<file path="src/rtl/float_accum_sequencer.sv">
// Job-level controller for the Versat floating-point accumulator: accepts one reduction job,
// sequences run/running, streams elements into in0, drains the adder pipeline and returns the sum.
module float_accum_sequencer #(
    parameter int unsigned DATA_W   = 32,
    parameter int unsigned DELAY_W  = 32,
    parameter int unsigned STRIDE_W = 32,
    parameter int unsigned LEN_W    = 16,
    parameter int unsigned ACC_LAT  = 6
) (
    input  logic                clk,
    input  logic                rst,
    input  logic                job_valid_i,
    output logic                job_ready_o,
    input  logic [LEN_W-1:0]    job_len_i,
    input  logic [DELAY_W-1:0]  job_delay_i,
    input  logic [STRIDE_W-1:0] job_stride_i,
    input  logic                in_valid_i,
    output logic                in_ready_o,
    input  logic [DATA_W-1:0]   in_data_i,
    output logic                acc_run_o,
    output logic                acc_running_o,
    output logic [DELAY_W-1:0]  acc_delay_o,
    output logic [STRIDE_W-1:0] acc_stride_o,
    output logic [DATA_W-1:0]   acc_in_o,
    input  logic [DATA_W-1:0]   acc_out_i,
    output logic                res_valid_o,
    input  logic                res_ready_i,
    output logic [DATA_W-1:0]   res_data_o,
    output logic                busy_o
);

    localparam int unsigned DrainW = (ACC_LAT > 1) ? $clog2(ACC_LAT) : 1;

    typedef enum logic [2:0] {
        StIdle,
        StRun,
        StDelay,
        StStream,
        StDrain,
        StDone
    } state_e;

    state_e              state_q, state_d;
    logic [LEN_W-1:0]    len_q, len_d;
    logic [DELAY_W-1:0]  delay_q, delay_d;
    logic [STRIDE_W-1:0] stride_q, stride_d;
    logic [DELAY_W-1:0]  dcnt_q, dcnt_d;
    logic [LEN_W-1:0]    ecnt_q, ecnt_d;
    logic [DrainW-1:0]   drain_q, drain_d;
    logic [DATA_W-1:0]   res_q, res_d;

    always_ff @(posedge clk) begin
        if (rst) begin
            state_q  <= StIdle;
            len_q    <= '0;
            delay_q  <= '0;
            stride_q <= '0;
            dcnt_q   <= '0;
            ecnt_q   <= '0;
            drain_q  <= '0;
            res_q    <= '0;
        end else begin
            state_q  <= state_d;
            len_q    <= len_d;
            delay_q  <= delay_d;
            stride_q <= stride_d;
            dcnt_q   <= dcnt_d;
            ecnt_q   <= ecnt_d;
            drain_q  <= drain_d;
            res_q    <= res_d;
        end
    end

    always_comb begin
        state_d       = state_q;
        len_d         = len_q;
        delay_d       = delay_q;
        stride_d      = stride_q;
        dcnt_d        = dcnt_q;
        ecnt_d        = ecnt_q;
        drain_d       = drain_q;
        res_d         = res_q;
        job_ready_o   = 1'b0;
        in_ready_o    = 1'b0;
        acc_run_o     = 1'b0;
        acc_running_o = 1'b0;
        acc_in_o      = '0;
        res_valid_o   = 1'b0;

        unique case (state_q)
            StIdle: begin
                job_ready_o = 1'b1;
                if (job_valid_i) begin
                    len_d    = job_len_i;
                    delay_d  = job_delay_i;
                    stride_d = job_stride_i;
                    state_d  = StRun;
                end
            end
            StRun: begin
                acc_run_o = 1'b1;
                // Down-counter reaches zero on the last delay cycle, so all-ones counts fully.
                dcnt_d    = delay_q - DELAY_W'(1);
                ecnt_d    = '0;
                drain_d   = '0;
                if (delay_q != '0) begin
                    state_d = StDelay;
                end else if (len_q != '0) begin
                    state_d = StStream;
                end else begin
                    state_d = StDrain;
                end
            end
            StDelay: begin
                acc_running_o = 1'b1;
                if (dcnt_q == '0) begin
                    state_d = (len_q != '0) ? StStream : StDrain;
                end else begin
                    dcnt_d = dcnt_q - DELAY_W'(1);
                end
            end
            StStream: begin
                acc_running_o = 1'b1;
                in_ready_o    = 1'b1;
                // Cycles without a handshake feed +0.0, which leaves the sum unchanged.
                if (in_valid_i) begin
                    acc_in_o = in_data_i;
                    if (ecnt_q == len_q - LEN_W'(1)) begin
                        state_d = StDrain;
                    end else begin
                        ecnt_d = ecnt_q + LEN_W'(1);
                    end
                end
            end
            StDrain: begin
                acc_running_o = 1'b1;
                if (drain_q == DrainW'(ACC_LAT - 1)) begin
                    res_d   = acc_out_i;
                    state_d = StDone;
                end else begin
                    drain_d = drain_q + DrainW'(1);
                end
            end
            StDone: begin
                res_valid_o = 1'b1;
                if (res_ready_i) begin
                    state_d = StIdle;
                end
            end
            default: state_d = StIdle;
        endcase
    end

    assign acc_delay_o  = delay_q;
    assign acc_stride_o = stride_q;
    assign res_data_o   = res_q;
    assign busy_o       = (state_q != StIdle);

endmodule

</file>
<file path="config.mk">
export PLATFORM = sky130hd
export DESIGN_NAME = float_accum_sequencer
export DESIGN_NICKNAME = d
export VERILOG_FILES = /design/src/rtl/float_accum_sequencer.sv
export SDC_FILE = /design/constraint.sdc
export NUM_CORES = 1
export LEC_CHECK = 0
export ABC_AREA = 1
export CORE_MARGIN = 8
export CORE_UTILIZATION = 40
export DETAILED_ROUTE_END_ITERATION = 16
export MAX_ROUTING_LAYER = met4
export PLACE_DENSITY_LB_ADDON = 0.08
export SKIP_LAST_GASP = 1
export SLEW_MARGIN = 20
export SYNTH_ARGS = -nofsm -noshare
export SYNTH_HDL_FRONTEND = slang
export SYNTH_SLANG_ARGS = --single-unit
export TNS_END_PERCENT = 20
</file>
<file path="constraint.sdc">
create_clock -name clk -period 1.95 [get_ports clk]
set_input_delay 0.39 -clock clk [delete_from_list [all_inputs] [get_ports clk]]
set_output_delay 0.39 -clock clk [all_outputs]
set_load 0.1 [all_outputs]
</file>
== After elaboration in Yosys (flattened, before gate mapping) ==
Cells that the tools add are included.

* Input bits: 149
* Flip-flop bits (word level): 166
* Output and inout bits: 134
* Logic and storage cells: 67

* Equal/unequal tests: 16
* Reduce and logical (&&, ||, !) cells: 15
* Add/sub/neg operators: 5
* Multiplexer cells: 23

{| class="wikitable"
|+ Operator list
! kind !! count
|-
| $mux W32 || 3
|-
| $pmux W32 S2 || 1
|-
| $sub A32 B1 Y32 const B || 2
|-
| $logic_not A32 Y1 || 1
|-
| $mux W16 || 2
|-
| $pmux W16 S2 || 1
|-
| $reduce_bool A32 Y1 || 1
|-
| $mux W3 || 9
|-
| $ne A2 B2 Y1 const B || 9
|-
| $pmux W3 S6 || 1
|-
| $add A16 B1 Y16 const B || 1
|-
| $eq A16 B16 Y1 || 1
|-
| $reduce_bool A16 Y1 || 1
|-
| $sub A16 B1 Y16 const B || 1
|-
| $eq A3 B3 Y1 const B || 3
|-
| $reduce_and A2 Y1 || 4
|-
| $eq A3 B2 Y1 const B || 2
|-
| $pmux W3 S2 || 1
|-
| $reduce_and A6 Y1 || 1
|-
| $reduce_bool A2 Y1 || 3
|-
| $mux W1 || 5
|-
| $add A3 B1 Y3 const B || 1
|-
| $eq A3 B1 Y1 const B || 1
|-
| $logic_not A3 Y1 || 1
|-
| 3 further kinds || 3
|}

== Longest topological paths before layout ==
* Word-level depth: 5
* Mapped depth: 17
* Depth with buffers taken out: 16

== Least setup slack after synthesis ==
Ideal clock, no wire load.

* Kind: register to register
* Start point: register state_q[2]
* End point: register state_q[1]
* Data required time: 1.841 ns
* Setup slack: -1.518 ns
* Data arrival time: 3.359 ns
* Path buffers: 1
* Stages on the path, launching flop included: 12
* Library setup time: 0.109 ns
* Cell sequence: dfxtp_1 -> inv_1 -> nor3_1 -> inv_1 -> o22ai_1 -> nor3_1 -> and2_0 -> clkbuf_1 -> nor2_1 -> nor2_1 -> nand2_1 -> inv_1

* Cells in the longest elaborated chain, start to end: 3

{| class="wikitable"
|+ RTL lines
! what !! RTL line !! source
|-
| start, declared || 43 || <nowiki>state_e state_q, state_d;</nowiki>
|-
| start signal, assigned || 54 || <nowiki>state_q <= StIdle;</nowiki>
|-
| start signal, assigned || 63 || <nowiki>state_q <= state_d;</nowiki>
|-
| $eq A3 B3 Y1, or another cell as far along || 90 || <nowiki>unique case (state_q)</nowiki>
|-
| $ne A2 B2 Y1 (no source line) || n/a ||
|-
| $reduce_and A6 Y1 (no source line) || n/a ||
|}

Parallel ways exist; a longest one is shown, timed or not.
A chain may end at the register's enable or synchronous reset.

== Final worst setup path ==
* Start point: register state_q[2]
* End point: output in_ready_o

* Cells in the longest elaborated chain, start to end: 2

{| class="wikitable"
|+ RTL lines
! what !! RTL line !! source
|-
| $eq A3 B2 Y1 || 90 ||
|-
| $mux W1 || 90 ||
|-
| end, declared || 18 || <nowiki>output logic in_ready_o,</nowiki>
|}

Every way passes these cells.

==> impl_summary.log <==
INFO  metric status = finished with violations
INFO  metric violations = setup timing
INFO  metric drt-initial-drc-count = 645
INFO  metric gpl.final_weighted_congestion = 0.947
INFO  metric first_global_vias = 9718
INFO  metric synth_fp_nets = 1467
INFO  metric final_net_count = 1858
INFO  metric clock_buffers_created_by_tritoncts = 17
INFO  metric cp.required = 1.56 ns
INFO  metric syn2layout_area_growth = 67.7%
INFO  metric detailroute.via_count = 10073
INFO  metric final_area = 14800 sq um
INFO  metric cts.sinks = 166
INFO  metric grt-busiest-layer = met2
INFO  metric detail_route.vias_per_cell = 5.04
INFO  metric netlist_top_cells_area = dfxtp_1 (38%), nand2_1 (12%), a21oi_1 (7.8%)
INFO  metric post_synth_edffs = 0
INFO  metric final.fill_count = 1861
INFO  metric adder_and_majority_gate_portion_of_the_synthesized_area = 0.00852
INFO  metric yosys.cell_count.top_type = nand2_1
INFO  metric setup_repair_after_global_routing_missed_its_margin = true
INFO  metric starting_density = 0.405
INFO  metric grt_antenna_before_repair = 1
INFO  metric power_leakage = 0.00634 uW
INFO  metric max_freq = 478 MHz
INFO  metric die_width = 164 um
INFO  metric setup_viol = 73
INFO  metric synth-compound-area-share = 0.170
INFO  metric grt_util_met3 = 0.0439
INFO  metric antenna_violating_nets_post_route = 0
INFO  metric worst_ir_drop_vdd = 0.00109 V
INFO  metric max_slew_margin = 0.690
INFO  metric fin_cells = 1997
INFO  metric synth-main-ff-cell = dfxtp_1
INFO  metric post_route_cells_drive_above_1_share = 0.301
INFO  metric clock_tree.buffer_depth = 2
INFO  metric overall_fraction_of_global_route_tracks_in_use = 0.231
INFO  metric total_standard_cell_area_after_synthesis = 8820 sq um
INFO  metric use_met2 = 0.411
INFO  metric placement.cell_area = 13400 sq um
INFO  metric post_drt_wl_per_cell = 16.2 um
INFO  metric post-route-worst-setup-slack = -0.144 ns
INFO  metric synth_cell_type_count = 44
INFO  metric maxCapViolCount = 0
INFO  metric synth_warnings = 0
INFO  metric syn_avg_cell_area = 6.72 sq um
INFO  metric critical_path.startpoint_type = flip-flop
INFO  metric regToRegSetupSlack = -0.12 ns
INFO  metric dominant_combinational_cell_family_by_area_after_synthesis = simple AND/OR/NAND/NOR gates
INFO  metric wire_length_of_the_first_global_routing_pass = 49300 um
INFO  metric drt_pass1_iterations = 5
INFO  metric portBuffers = 282
INFO  metric dp_cells = 1943
INFO  metric drt_drc_violations_left = 0
INFO  metric top_level_ports = 283
INFO  metric insertion_delay = 0.44 ns
INFO  metric critical_path_peak_fanout = 8
INFO  metric placement_rows = 54
INFO  metric cts-root-buf = clkbuf_16
INFO  metric synth_xor_area_frac = 0.0417
INFO  metric layout_worst_path_cycle_share = 1.07
INFO  metric totalWireLength = 32300 um
INFO  metric cts.htree.levels = 4
INFO  metric post-layout-total-power = 22400 uW
INFO  metric worst-endpoint-arrival = 1.70 ns
INFO  metric synth_cell_count_leaders = nand2_1 (289), dfxtp_1 (166), a21oi_1 (138)
INFO  metric slew_viol_final = 0
INFO  metric die_height = 164 um
INFO  metric synthMuxAreaShare = 0
INFO  metric timing.critical_path.to_type = output port
INFO  metric hold_buffers = 0
INFO  metric ys_ff_latch = 166
INFO  metric maximum_number_of_pins_on_one_net_before_global_route_repair = 91
INFO  metric setup.worst_path.class = reg2out
INFO  metric ys_seq_area_frac = 0.377
INFO  metric cts.reportedPaths.clkPinSlew = 0.07 ns
INFO  metric synthDominantCellAreaShare = 0.377
INFO  metric grt_util_met1 = 0.257
INFO  metric actual_transition_at_the_worst_max_transition_pin = 0.460 ns
INFO  metric yosys.area.top_type = dfxtp_1
INFO  metric design.die.area = 27000 sq um
INFO  metric design.core.area = 21800 sq um
INFO  metric postSynth.asyncResetShare = 0
INFO  metric post_synth_inst_count = 1312
INFO  metric timing_hold_violations_final = 0
INFO  metric finalClockSkew = 0.0122 ns
INFO  metric place.detailed.hpwl = 22900 um
INFO  metric tritoncts = done
INFO  metric min-delay-path-class = reg2reg
INFO  metric hold-worst-slack = 0.462 ns
INFO  metric power.density = 1520 nW/um^2
INFO  metric finalWorstPathRequiredPeriod = 2.09 ns
INFO  metric yosys.area_share.simple = 0.310
INFO  metric overflow = 0
-- cells in the final DEF, fill, tap and decap left out, types with 3 or more instances in the layout --
master | netlist | final
dfxtp_1 | 166 | 153
nor4_1 | 19 | 18
nor3_1 | 12 | 10
clkdlybuf4s50_1 | 0 | 147
nand3_2 | 2 | 8
nand2_2 | 4 | 16
o211ai_1 | 4 | 4
nand2_4 | 0 | 7
dfxtp_2 | 0 | 11
o21ai_2 | 21 | 18
nor2_2 | 5 | 24
nand2_1 | 289 | 269
o21bai_1 | 14 | 14
inv_6 | 0 | 3
inv_2 | 3 | 11
inv_1 | 123 | 112
nor2_1 | 130 | 64
buf_4 | 1 | 229
clkbuf_16 | 0 | 17
nor3_2 | 3 | 3
xnor2_1 | 14 | 13
nand3_1 | 117 | 111
ha_1 | 6 | 4
a21oi_1 | 138 | 133
a21oi_2 | 0 | 5
clkinv_4 | 0 | 4
or2_2 | 3 | 3
nor2_4 | 2 | 50
buf_6 | 6 | 9
nand4_1 | 28 | 28
a31oi_1 | 3 | 3
xor2_1 | 28 | 28
o21ai_0 | 72 | 71
o21ai_4 | 0 | 11
nand3b_1 | 4 | 4
inv_8 | 0 | 5
buf_12 | 0 | 59
-- sequential cells by signal (all words and copies together) (netlist names) --
register / count
drain_q: 3
len_q: 16
res_data_o: 32
state_q: 3
acc_stride_o: 32
acc_delay_o: 32
dcnt_q: 32
ecnt_q: 16
-- worst max-delay path, stage by stage (launching register included) --
cell and delay, ns:
dfxtp_4 0.35, buf_6 0.13, nor2_4 0.17, nand2_8 0.13
buf_4 0.18, inv_2 0.12, buf_12 0.19
-- worst paths after layout --
path,end,cells past startpoint,start
max,in_ready_o,6,state_q[2]$_SDFFE_PP0P_
min,acc_stride_o[23]$_SDFFE_PP0P_,2,acc_stride_o[23]$_SDFFE_PP0P_
max reg2reg,dcnt_q[22]$_SDFFE_PP0P_,12,state_q[2]$_SDFFE_PP0P_
min reg2reg,acc_stride_o[23]$_SDFFE_PP0P_,2,acc_stride_o[23]$_SDFFE_PP0P_
-- power breakdown --
group	internal, uW	switching, uW	total, uW	leakage, uW
clock network	1850	1660	3500	0.000298
logic	5520	8710	14200	0.00468
registers	4140	577	4710	0.00136
-- routing by layer --
layer  vias up  routed length, um
met2       287              16600
met1      4645              13200
met4         0                860
met3        51               1730
met5         -                  0
li1       5090                  -
-- layout make-up --
cell class | instances | area, sq um | share of cell area
Multi-Input combinational cell | 942 | 5400 | 0.365
Timing Repair Buffer | 449 | 4600 | 0.311
Sequential cell | 166 | 3340 | 0.226
Inverter | 127 | 485 | 0.0328
Clock buffer | 17 | 425 | 0.0288
Tap cell | 280 | 350 | 0.0237
Clock inverter | 15 | 180 | 0.0122
Antenna cell | 1 | 2.50 | 0.000169
-- cells by family (layout without fill, tap and decap cells) --
kind of cell	after synthesis	after routing
AOI/OAI and AO/OA	269	269
xor gates and xnor gates	42	42
adders and majority gates	6	6
buffers and inverters	205	608
DFF	166	166
other	0	1
and+or+nand+nor	624	625
-- through the flow --
step / setup slack (ns) / utilization / setup TNS [ns]
after floorplan: -0.217 / - / -7.45
after global placement: -0.186 / 0.616 / -3.38
after detailed placement: -0.208 / 0.616 / -4.63
after CTS: -0.171 / 0.660 / -8.97
after global routing: -0.231 / 0.680 / -14.54
final: -0.144 / 0.680 / -5.93
-- timing repair --
action                                  in CTS  in global routing
endpoints found under the hold margin        0                  0
resized for setup                           37                110
setup buffers                               13                  4
gates cloned                                 5                  0
pin swaps                                    7                 33
endpoints found under the setup margin      83                 90
Power figures use the tool's default switching activity.
